`src/rtl/dc_job_scheduler_pkg.sv`:
```
// Shared types and constants for the accelerator job scheduler:
// FSM state encoding, opcode values, the queued job record and sizing helpers.
package dc_job_scheduler_pkg;

    typedef enum logic [1:0] {
        ST_IDLE    = 2'd0,
        ST_ISSUE   = 2'd1,
        ST_RUN     = 2'd2,
        ST_RELEASE = 2'd3
    } sched_state_t;

    localparam logic [1:0] OP_ILLEGAL = 2'b00;
    localparam logic [1:0] OP_FFT     = 2'b01;
    localparam logic [1:0] OP_FIR     = 2'b10;
    localparam logic [1:0] OP_IIR     = 2'b11;

    // One queued job as stored in the command FIFO.
    typedef struct packed {
        logic [31:0] instr;
        logic [31:0] offset;
        logic [31:0] filesize;
    } job_t;

    localparam int JOB_W = $bits(job_t);

    // Only the three accelerator opcodes are runnable; 00 is dropped with an error.
    function automatic logic op_is_legal(input logic [1:0] op);
        return (op == OP_FFT) || (op == OP_FIR) || (op == OP_IIR);
    endfunction

    // Watchdog width: wide enough for TIMEOUT-1, never narrower than 16 bits.
    function automatic int wd_width(input int timeout);
        int w;
        w = $clog2(timeout);
        return (w < 16) ? 16 : w;
    endfunction

endpackage

```
`src/rtl/dc_job_scheduler_if.sv`:
```
// Host command channel plus router command/completion signals.
// master = host/router side, slave = scheduler.
interface dc_job_scheduler_if;

    logic        cmd_valid;
    logic        cmd_ready;
    logic [31:0] cmd_instr;
    logic [31:0] cmd_offset;
    logic [31:0] cmd_filesize;

    logic        chipselect;
    logic [31:0] instruction;
    logic [31:0] offset;
    logic [31:0] filesize;
    logic        acc_done;

    modport master (
        output cmd_valid, cmd_instr, cmd_offset, cmd_filesize, acc_done,
        input  cmd_ready, chipselect, instruction, offset, filesize
    );

    modport slave (
        input  cmd_valid, cmd_instr, cmd_offset, cmd_filesize, acc_done,
        output cmd_ready, chipselect, instruction, offset, filesize
    );

endinterface

```
`src/rtl/dc_job_scheduler_cmd_fifo.sv`:
```
// Job queue: DEPTH-entry synchronous FIFO with wrap-around pointers
// (extra MSB distinguishes full from empty) and a head word visible
// combinationally so the scheduler can inspect the opcode before popping.
module dc_cmd_fifo #(
    parameter int DEPTH = 4,
    parameter int AW    = 2,
    parameter int W     = 96
) (
    input  logic         clk,
    input  logic         reset,
    input  logic         push,
    input  logic [W-1:0] wr_data,
    input  logic         pop,
    output logic [W-1:0] rd_data,
    output logic         full,
    output logic         empty,
    output logic [AW:0]  count
);

    logic [W-1:0] mem [DEPTH];
    logic [AW:0]  wptr_reg;
    logic [AW:0]  rptr_reg;
    logic         wr_en;
    logic         rd_en;

    // A full queue refuses pushes even in a cycle that also pops.
    assign wr_en = push && !full;
    assign rd_en = pop && !empty;

    // Storage write; contents need no reset because pointers gate visibility.
    always_ff @(posedge clk) begin
        if (wr_en) begin
            mem[wptr_reg[AW-1:0]] <= wr_data;
        end
    end

    // Pointer advance on accepted push and pop.
    always_ff @(posedge clk or negedge reset) begin
        if (!reset) begin
            wptr_reg <= '0;
            rptr_reg <= '0;
        end else begin
            if (wr_en) begin
                wptr_reg <= wptr_reg + (AW+1)'(1);
            end
            if (rd_en) begin
                rptr_reg <= rptr_reg + (AW+1)'(1);
            end
        end
    end

    assign empty   = (wptr_reg == rptr_reg);
    assign full    = (wptr_reg[AW] != rptr_reg[AW]) &&
                     (wptr_reg[AW-1:0] == rptr_reg[AW-1:0]);
    assign count   = wptr_reg - rptr_reg;
    assign rd_data = mem[rptr_reg[AW-1:0]];

endmodule

```
`src/rtl/dc_job_scheduler.sv`:
```
// Accelerator job scheduler: queues host jobs and issues them one at a time
// to the data/control router, holding each job's command words until the
// router reports completion or the watchdog aborts it.
module dc_job_scheduler
    import dc_job_scheduler_pkg::*;
#(
    parameter int DEPTH   = 4,
    parameter int AW      = 2,
    parameter int TIMEOUT = 65535
) (
    input  logic                 clk,
    input  logic                 reset,
    dc_job_scheduler_if.slave    bus,
    output logic                 busy,
    output logic [AW:0]          q_count,
    output logic                 job_done,
    output logic                 job_timeout,
    output logic                 job_error,
    output logic [15:0]          done_count
);

    localparam int              WD_W    = wd_width(TIMEOUT);
    localparam logic [WD_W-1:0] WD_LAST = WD_W'(TIMEOUT - 1);

    sched_state_t    state_reg;
    logic [WD_W-1:0] wd_reg;
    logic [15:0]     done_count_reg;
    logic [31:0]     instruction_reg;
    logic [31:0]     offset_reg;
    logic [31:0]     filesize_reg;
    logic            chipselect_reg;
    logic            busy_reg;
    logic            job_done_reg;
    logic            job_timeout_reg;
    logic            job_error_reg;

    job_t            head;
    job_t            wr_job;
    logic            fifo_full;
    logic            fifo_empty;
    logic [AW:0]     fifo_count;
    logic            pop;
    logic            head_legal;

    assign wr_job.instr    = bus.cmd_instr;
    assign wr_job.offset   = bus.cmd_offset;
    assign wr_job.filesize = bus.cmd_filesize;

    dc_cmd_fifo #(
        .DEPTH (DEPTH),
        .AW    (AW),
        .W     (JOB_W)
    ) u_cmd_fifo (
        .clk     (clk),
        .reset   (reset),
        .push    (bus.cmd_valid),
        .wr_data (wr_job),
        .pop     (pop),
        .rd_data (head),
        .full    (fifo_full),
        .empty   (fifo_empty),
        .count   (fifo_count)
    );

    assign head_legal = op_is_legal(head.instr[1:0]);

    // Queue pop: illegal heads are discarded from IDLE; the active job leaves
    // the queue when it completes or is aborted (completion takes priority).
    always_comb begin
        pop = 1'b0;
        case (state_reg)
            ST_IDLE: pop = !fifo_empty && !head_legal;
            ST_RUN:  pop = bus.acc_done || (wd_reg == WD_LAST);
            default: pop = 1'b0;
        endcase
    end

    // Scheduler FSM with watchdog, completion counter and registered outputs.
    always_ff @(posedge clk or negedge reset) begin
        if (!reset) begin
            state_reg       <= ST_IDLE;
            wd_reg          <= '0;
            done_count_reg  <= '0;
            instruction_reg <= '0;
            offset_reg      <= '0;
            filesize_reg    <= '0;
            chipselect_reg  <= 1'b0;
            busy_reg        <= 1'b0;
            job_done_reg    <= 1'b0;
            job_timeout_reg <= 1'b0;
            job_error_reg   <= 1'b0;
        end else begin
            // Strobes and status pulses last a single cycle.
            chipselect_reg  <= 1'b0;
            job_done_reg    <= 1'b0;
            job_timeout_reg <= 1'b0;
            job_error_reg   <= 1'b0;
            case (state_reg)
                ST_IDLE: begin
                    if (!fifo_empty) begin
                        if (!head_legal) begin
                            job_error_reg <= 1'b1;
                        end else begin
                            instruction_reg <= head.instr;
                            offset_reg      <= head.offset;
                            filesize_reg    <= head.filesize;
                            chipselect_reg  <= 1'b1;
                            busy_reg        <= 1'b1;
                            state_reg       <= ST_ISSUE;
                        end
                    end
                end
                ST_ISSUE: begin
                    wd_reg    <= '0;
                    state_reg <= ST_RUN;
                end
                ST_RUN: begin
                    if (bus.acc_done) begin
                        job_done_reg    <= 1'b1;
                        done_count_reg  <= done_count_reg + 16'd1;
                        instruction_reg <= '0;
                        offset_reg      <= '0;
                        filesize_reg    <= '0;
                        state_reg       <= ST_RELEASE;
                    end else if (wd_reg == WD_LAST) begin
                        job_timeout_reg <= 1'b1;
                        instruction_reg <= '0;
                        offset_reg      <= '0;
                        filesize_reg    <= '0;
                        state_reg       <= ST_RELEASE;
                    end else begin
                        wd_reg <= wd_reg + WD_W'(1);
                    end
                end
                ST_RELEASE: begin
                    // Wait out a still-high acc_done so one assertion never
                    // completes two jobs.
                    if (!bus.acc_done) begin
                        busy_reg  <= 1'b0;
                        state_reg <= ST_IDLE;
                    end
                end
                default: begin
                    busy_reg  <= 1'b0;
                    state_reg <= ST_IDLE;
                end
            endcase
        end
    end

    assign bus.cmd_ready   = !fifo_full;
    assign bus.chipselect  = chipselect_reg;
    assign bus.instruction = instruction_reg;
    assign bus.offset      = offset_reg;
    assign bus.filesize    = filesize_reg;

    assign busy        = busy_reg;
    assign q_count     = fifo_count;
    assign job_done    = job_done_reg;
    assign job_timeout = job_timeout_reg;
    assign job_error   = job_error_reg;
    assign done_count  = done_count_reg;

endmodule

```
`src/flat_wrapper.sv`:
```
// flat-port wrapper written by rule: the top's interface ports become plain ports
module dc_job_scheduler_flat import dc_job_scheduler_pkg::*;
#(
    parameter int DEPTH   = 4,
    parameter int AW      = 2,
    parameter int TIMEOUT = 65535
)
  (clk, reset, busy, q_count, job_done, job_timeout, job_error, done_count, bus_cmd_valid, bus_cmd_instr, bus_cmd_offset, bus_cmd_filesize, bus_acc_done, bus_cmd_ready, bus_chipselect, bus_instruction, bus_offset, bus_filesize);
  dc_job_scheduler_if bus_i ();
  input  logic clk;
  input  logic reset;
  output logic busy;
  output logic [AW:0] q_count;
  output logic job_done;
  output logic job_timeout;
  output logic job_error;
  output logic [15:0] done_count;
  input wire logic [$bits(bus_i.cmd_valid)-1:0] bus_cmd_valid;
  input wire logic [$bits(bus_i.cmd_instr)-1:0] bus_cmd_instr;
  input wire logic [$bits(bus_i.cmd_offset)-1:0] bus_cmd_offset;
  input wire logic [$bits(bus_i.cmd_filesize)-1:0] bus_cmd_filesize;
  input wire logic [$bits(bus_i.acc_done)-1:0] bus_acc_done;
  output wire logic [$bits(bus_i.cmd_ready)-1:0] bus_cmd_ready;
  output wire logic [$bits(bus_i.chipselect)-1:0] bus_chipselect;
  output wire logic [$bits(bus_i.instruction)-1:0] bus_instruction;
  output wire logic [$bits(bus_i.offset)-1:0] bus_offset;
  output wire logic [$bits(bus_i.filesize)-1:0] bus_filesize;
  assign bus_i.cmd_valid = bus_cmd_valid;
  assign bus_i.cmd_instr = bus_cmd_instr;
  assign bus_i.cmd_offset = bus_cmd_offset;
  assign bus_i.cmd_filesize = bus_cmd_filesize;
  assign bus_i.acc_done = bus_acc_done;
  assign bus_cmd_ready = bus_i.cmd_ready;
  assign bus_chipselect = bus_i.chipselect;
  assign bus_instruction = bus_i.instruction;
  assign bus_offset = bus_i.offset;
  assign bus_filesize = bus_i.filesize;
  dc_job_scheduler #(.DEPTH(DEPTH), .AW(AW), .TIMEOUT(TIMEOUT)) u_core (.clk(clk), .reset(reset), .bus(bus_i), .busy(busy), .q_count(q_count), .job_done(job_done), .job_timeout(job_timeout), .job_error(job_error), .done_count(done_count));
endmodule
```
`config.mk`:
```
export PLATFORM = sky130hd
export DESIGN_NAME = dc_job_scheduler_flat
export DESIGN_NICKNAME = d
export VERILOG_FILES = /design/src/rtl/dc_job_scheduler_pkg.sv /design/src/rtl/dc_job_scheduler_if.sv /design/src/rtl/dc_job_scheduler_cmd_fifo.sv /design/src/rtl/dc_job_scheduler.sv /design/src/flat_wrapper.sv
export SDC_FILE = /design/constraint.sdc
export NUM_CORES = 1
export LEC_CHECK = 0
export BUFFER_PORTS_ARGS = -buffer_cell sky130_fd_sc_hd__buf_2
export CELL_PAD_IN_SITES_DETAIL_PLACEMENT = 1
export CELL_PAD_IN_SITES_GLOBAL_PLACEMENT = 1
export CORE_MARGIN = 3
export CORE_UTILIZATION = 50
export DETAILED_ROUTE_END_ITERATION = 10
export PLACE_DENSITY = 0.88
export SYNTH_ARGS = -nofsm -noshare
export SYNTH_HDL_FRONTEND = slang
export SYNTH_SLANG_ARGS = --single-unit
```
`constraint.sdc`:
```
create_clock -name clk -period 6.95 [get_ports clk]
set_input_delay 0.3475 -clock clk [delete_from_list [all_inputs] [get_ports clk]]
set_output_delay 0.3475 -clock clk [all_outputs]
set_load 0.03 [all_outputs]
```
==> metrics.yaml <==
drtIter0Drc: 808
worst_ir_drop_vdd_mv: 0.295
ctsResizeCount: 0
internal-power_mw: 7.49
setup_viol: 0
die_h_um: 209
synth.avg_cell_area_um2: 19.4
drv_cap: 0
drt_first_pass_iters: 5
async_flop_share: 0.269
wl_mm: 51.0
hold_class: "in -> reg"
pwr-share-seq: 0.411
synthCells: 1059
htree_levels: 2
num-nets-final: 1504
rsz0062_at_grt: "no"
status: "complete, no violations"
maxSlewViolCount: 0
period_needed_ns: 3.52
drc: 0
syn_to_final_growth_pct: 20.7
max_freq_mhz: 284
syn-cell-area_mm2: 0.0206
cts-buffers-inserted: 54
grt.total_usage: 0.238
grt_max_degree: 84
p_leak_nw: 9.14
dp_hpwl_mm: 28.8
drive_above_1_share: 0.291
wire_per_inst_um: 26.1
required_ns: 7.15
ys_ff_latch: 525
postSynth.topFlopCell: "edfxtp_1"
diodes: 0
dp.cells: 1760
fill_cells: 3518
grt_pass1_vias: 13185
critical_path_arrival_ns: 3.72
slew_headroom: 0.309
grt_antenna_before_repair: 1
initial_utilization: 0.512
cts_tree: "built"
tns_ns: 0
power_frac_clock: 0.235
grt_pass1_wl_mm: 79.7
cp_max_fo: 55
finalCritPeriodShare: 0.506
cts_sinks: 525
critPathKind: "reg -> reg"
syn_nets: 1175
power_density_mw_per_mm2: 476
cts.path.max_buffers: 3
root_buffer: "clkbuf_16"
largest_reg_flops: 384
ant_nets: 0
multi_input_comb_area_mm2: 0.00523
yosysWarnings: 0
placeableCoreArea_mm2: 0.0402
clock_skew_ns: 0.0184
die_area_mm2: 0.0436
seqCellArea_mm2: 0.0151
yosys.cell_types.count: 49
overflow: 0
clk_latency_ns: 0.59
final_hold_viol_count: 0
ioPinCount: 221
path_clk_slew_ns: 0.06
gp_congestion: 0.768
synth_edf_count: 384
crit_path_start_kind: "flop"
cts_setup_buffers: 0
max_slew.worst_pin.slew_ns: 1.04
p_comb_frac: 0.354
io_buffers: 220
vias: 11415
rows: 73
die_x_um: 209
switchingPower_mw: 4.32
ys_seq_area_frac: 0.732
fin_cells: 1957
routed_via_density: 5.83
endpoint_kind: "flop"
switching_share: 0.366
## cells in the final DEF, fill, tap and decap left out, types with 2 or more instances in the layout
cell type      netlist  layout
dfrtp_1            141     139
and3_4               0       4
clkbuf_8             0       2
edfxtp_1           384     384
clkinv_2             0       7
o21ai_1              2       2
nand2_1             24      24
and3_1              13       9
nand2b_1             2       2
or2_2                3       3
clkbuf_16            0      55
ha_1                15      14
inv_6                0       2
a21oi_1              7       7
buf_4                2      13
nor2_1              20      20
inv_1               10      10
mux2i_1            101     101
nor4_1               2       2
bufinv_16            0       3
clkbuf_1            25      20
clkinvlp_4           0       2
nand3_1             15      15
dlygate4sd3_1        0      97
buf_2               16     219
nor2b_1              2       2
o21ai_0              5       5
clkinv_1             0       8
o211ai_1             3       3
nor3_1               4       4
o2bb2ai_1           96      96
mux4_2              96      96
xnor2_1             17      17
nand4_1              8       8
xor2_1              11      11
dfrtp_4              0       2
## through the flow
| step | cell area (um2) | setup slack, ns | hold slack [ns] | util | power, mW |
|---|---|---|---|---|---|
| 2_1_floorplan | 20600 | 2.26 | 0.0519 | - | 7.76 |
| 5_1_grt | 24800 | 3.18 | 0.177 | 0.618 | 12.4 |
| 4_1_cts | 24800 | 3.35 | 0.147 | 0.618 | 11.9 |
| 6_report | 24800 | 3.43 | 0.191 | 0.618 | 11.8 |
| 3_5_place_dp | 22200 | 3.36 | 0.469 | 0.552 | 9.03 |
| 3_3_place_gp | 22200 | 3.47 | 0.458 | 0.552 | 8.76 |
## power by group through the flow
stage	clock network, mW	registers, mW	logic [mW]
floorplan	0	5.23	2.54
global placement	0	4.79	3.96
detailed placement	0	4.88	4.15
global route	2.96	4.94	4.50
CTS	2.81	4.84	4.22
finish	2.78	4.85	4.18
## cells in the mapped netlist (8+ instances only)
cell,instances,share of area
o2bb2ai_1,96,0.041
clkbuf_1,25,0.0046
inv_1,10,0.0018
edfxtp_1,384,0.56
mux4_2,96,0.11
nor2_1,20,0.0036
and3_1,13,0.0040
ha_1,15,0.0091
dfrtp_1,141,0.17
nand2_1,24,0.0044
nand4_1,8,0.0024
xnor2_1,17,0.0072
nand3_1,15,0.0036
xor2_1,11,0.0047
buf_6,8,0.0044
mux2i_1,101,0.049
buf_2,16,0.0039
## kinds of logic after synthesis
family,count (synthesis),share of synthesized area
AND/OR/NAND/NOR,101,0.0254
adder cells (fa/ha/maj),16,0.0101
buffers and inverters,67,0.0165
flip-flops,525,0.732
AO/OA/AOI/OAI,124,0.0496
XOR/XNOR,28,0.0119
multiplexers,198,0.155
## metal layers
metal	share of wire	up-vias	track usage
met5	0.00027	-	0
met4	0.027	2	0.0767
met3	0.046	88	0.0411
met2	0.53	333	0.420
met1	0.40	6058	0.301
li1	-	4934	-
## path summary, 6_finish.rpt
kind / slack, ns / cells after the start / from / to
max in group asynchronous: 4.98 / 3 / reset / u_core.u_cmd_fifo.rptr_reg[1]
max: 3.43 / 4 / u_core.u_cmd_fifo.rptr_reg[0] / u_core.u_cmd_fifo.mem[0][46]
min reg2reg: 0.47 / 1 / u_core.done_count[15] / u_core.done_count[15]
min in group asynchronous: 0.41 / 2 / reset / u_core.bus.instruction[31]
min: 0.19 / 3 / bus_acc_done / u_core.busy
max reg2reg: 3.43 / 4 / u_core.u_cmd_fifo.rptr_reg[0] / u_core.u_cmd_fifo.mem[0][46]
## layout make-up
cell class / count / area share
sequential: 525 / 0.607
multi-input combinational: 467 / 0.210
timing repair buffer: 330 / 0.0876
clock buffer: 77 / 0.0595
tap: 525 / 0.0264
clock inverter: 23 / 0.00791
inverter: 10 / 0.00151
## worst max-delay path, stage by stage (launching register included)
cell and delay [ns]:
dfrtp_4 0.89, ha_1 0.40, nand3_1 0.23, and3_4 0.68, buf_4 0.79
## timing repair
item,CTS,global route
hold endpoints to repair,466,0
endpoints found under the setup margin,0,0
hold buffers,97,0
(Power assumes the default switching activity.)
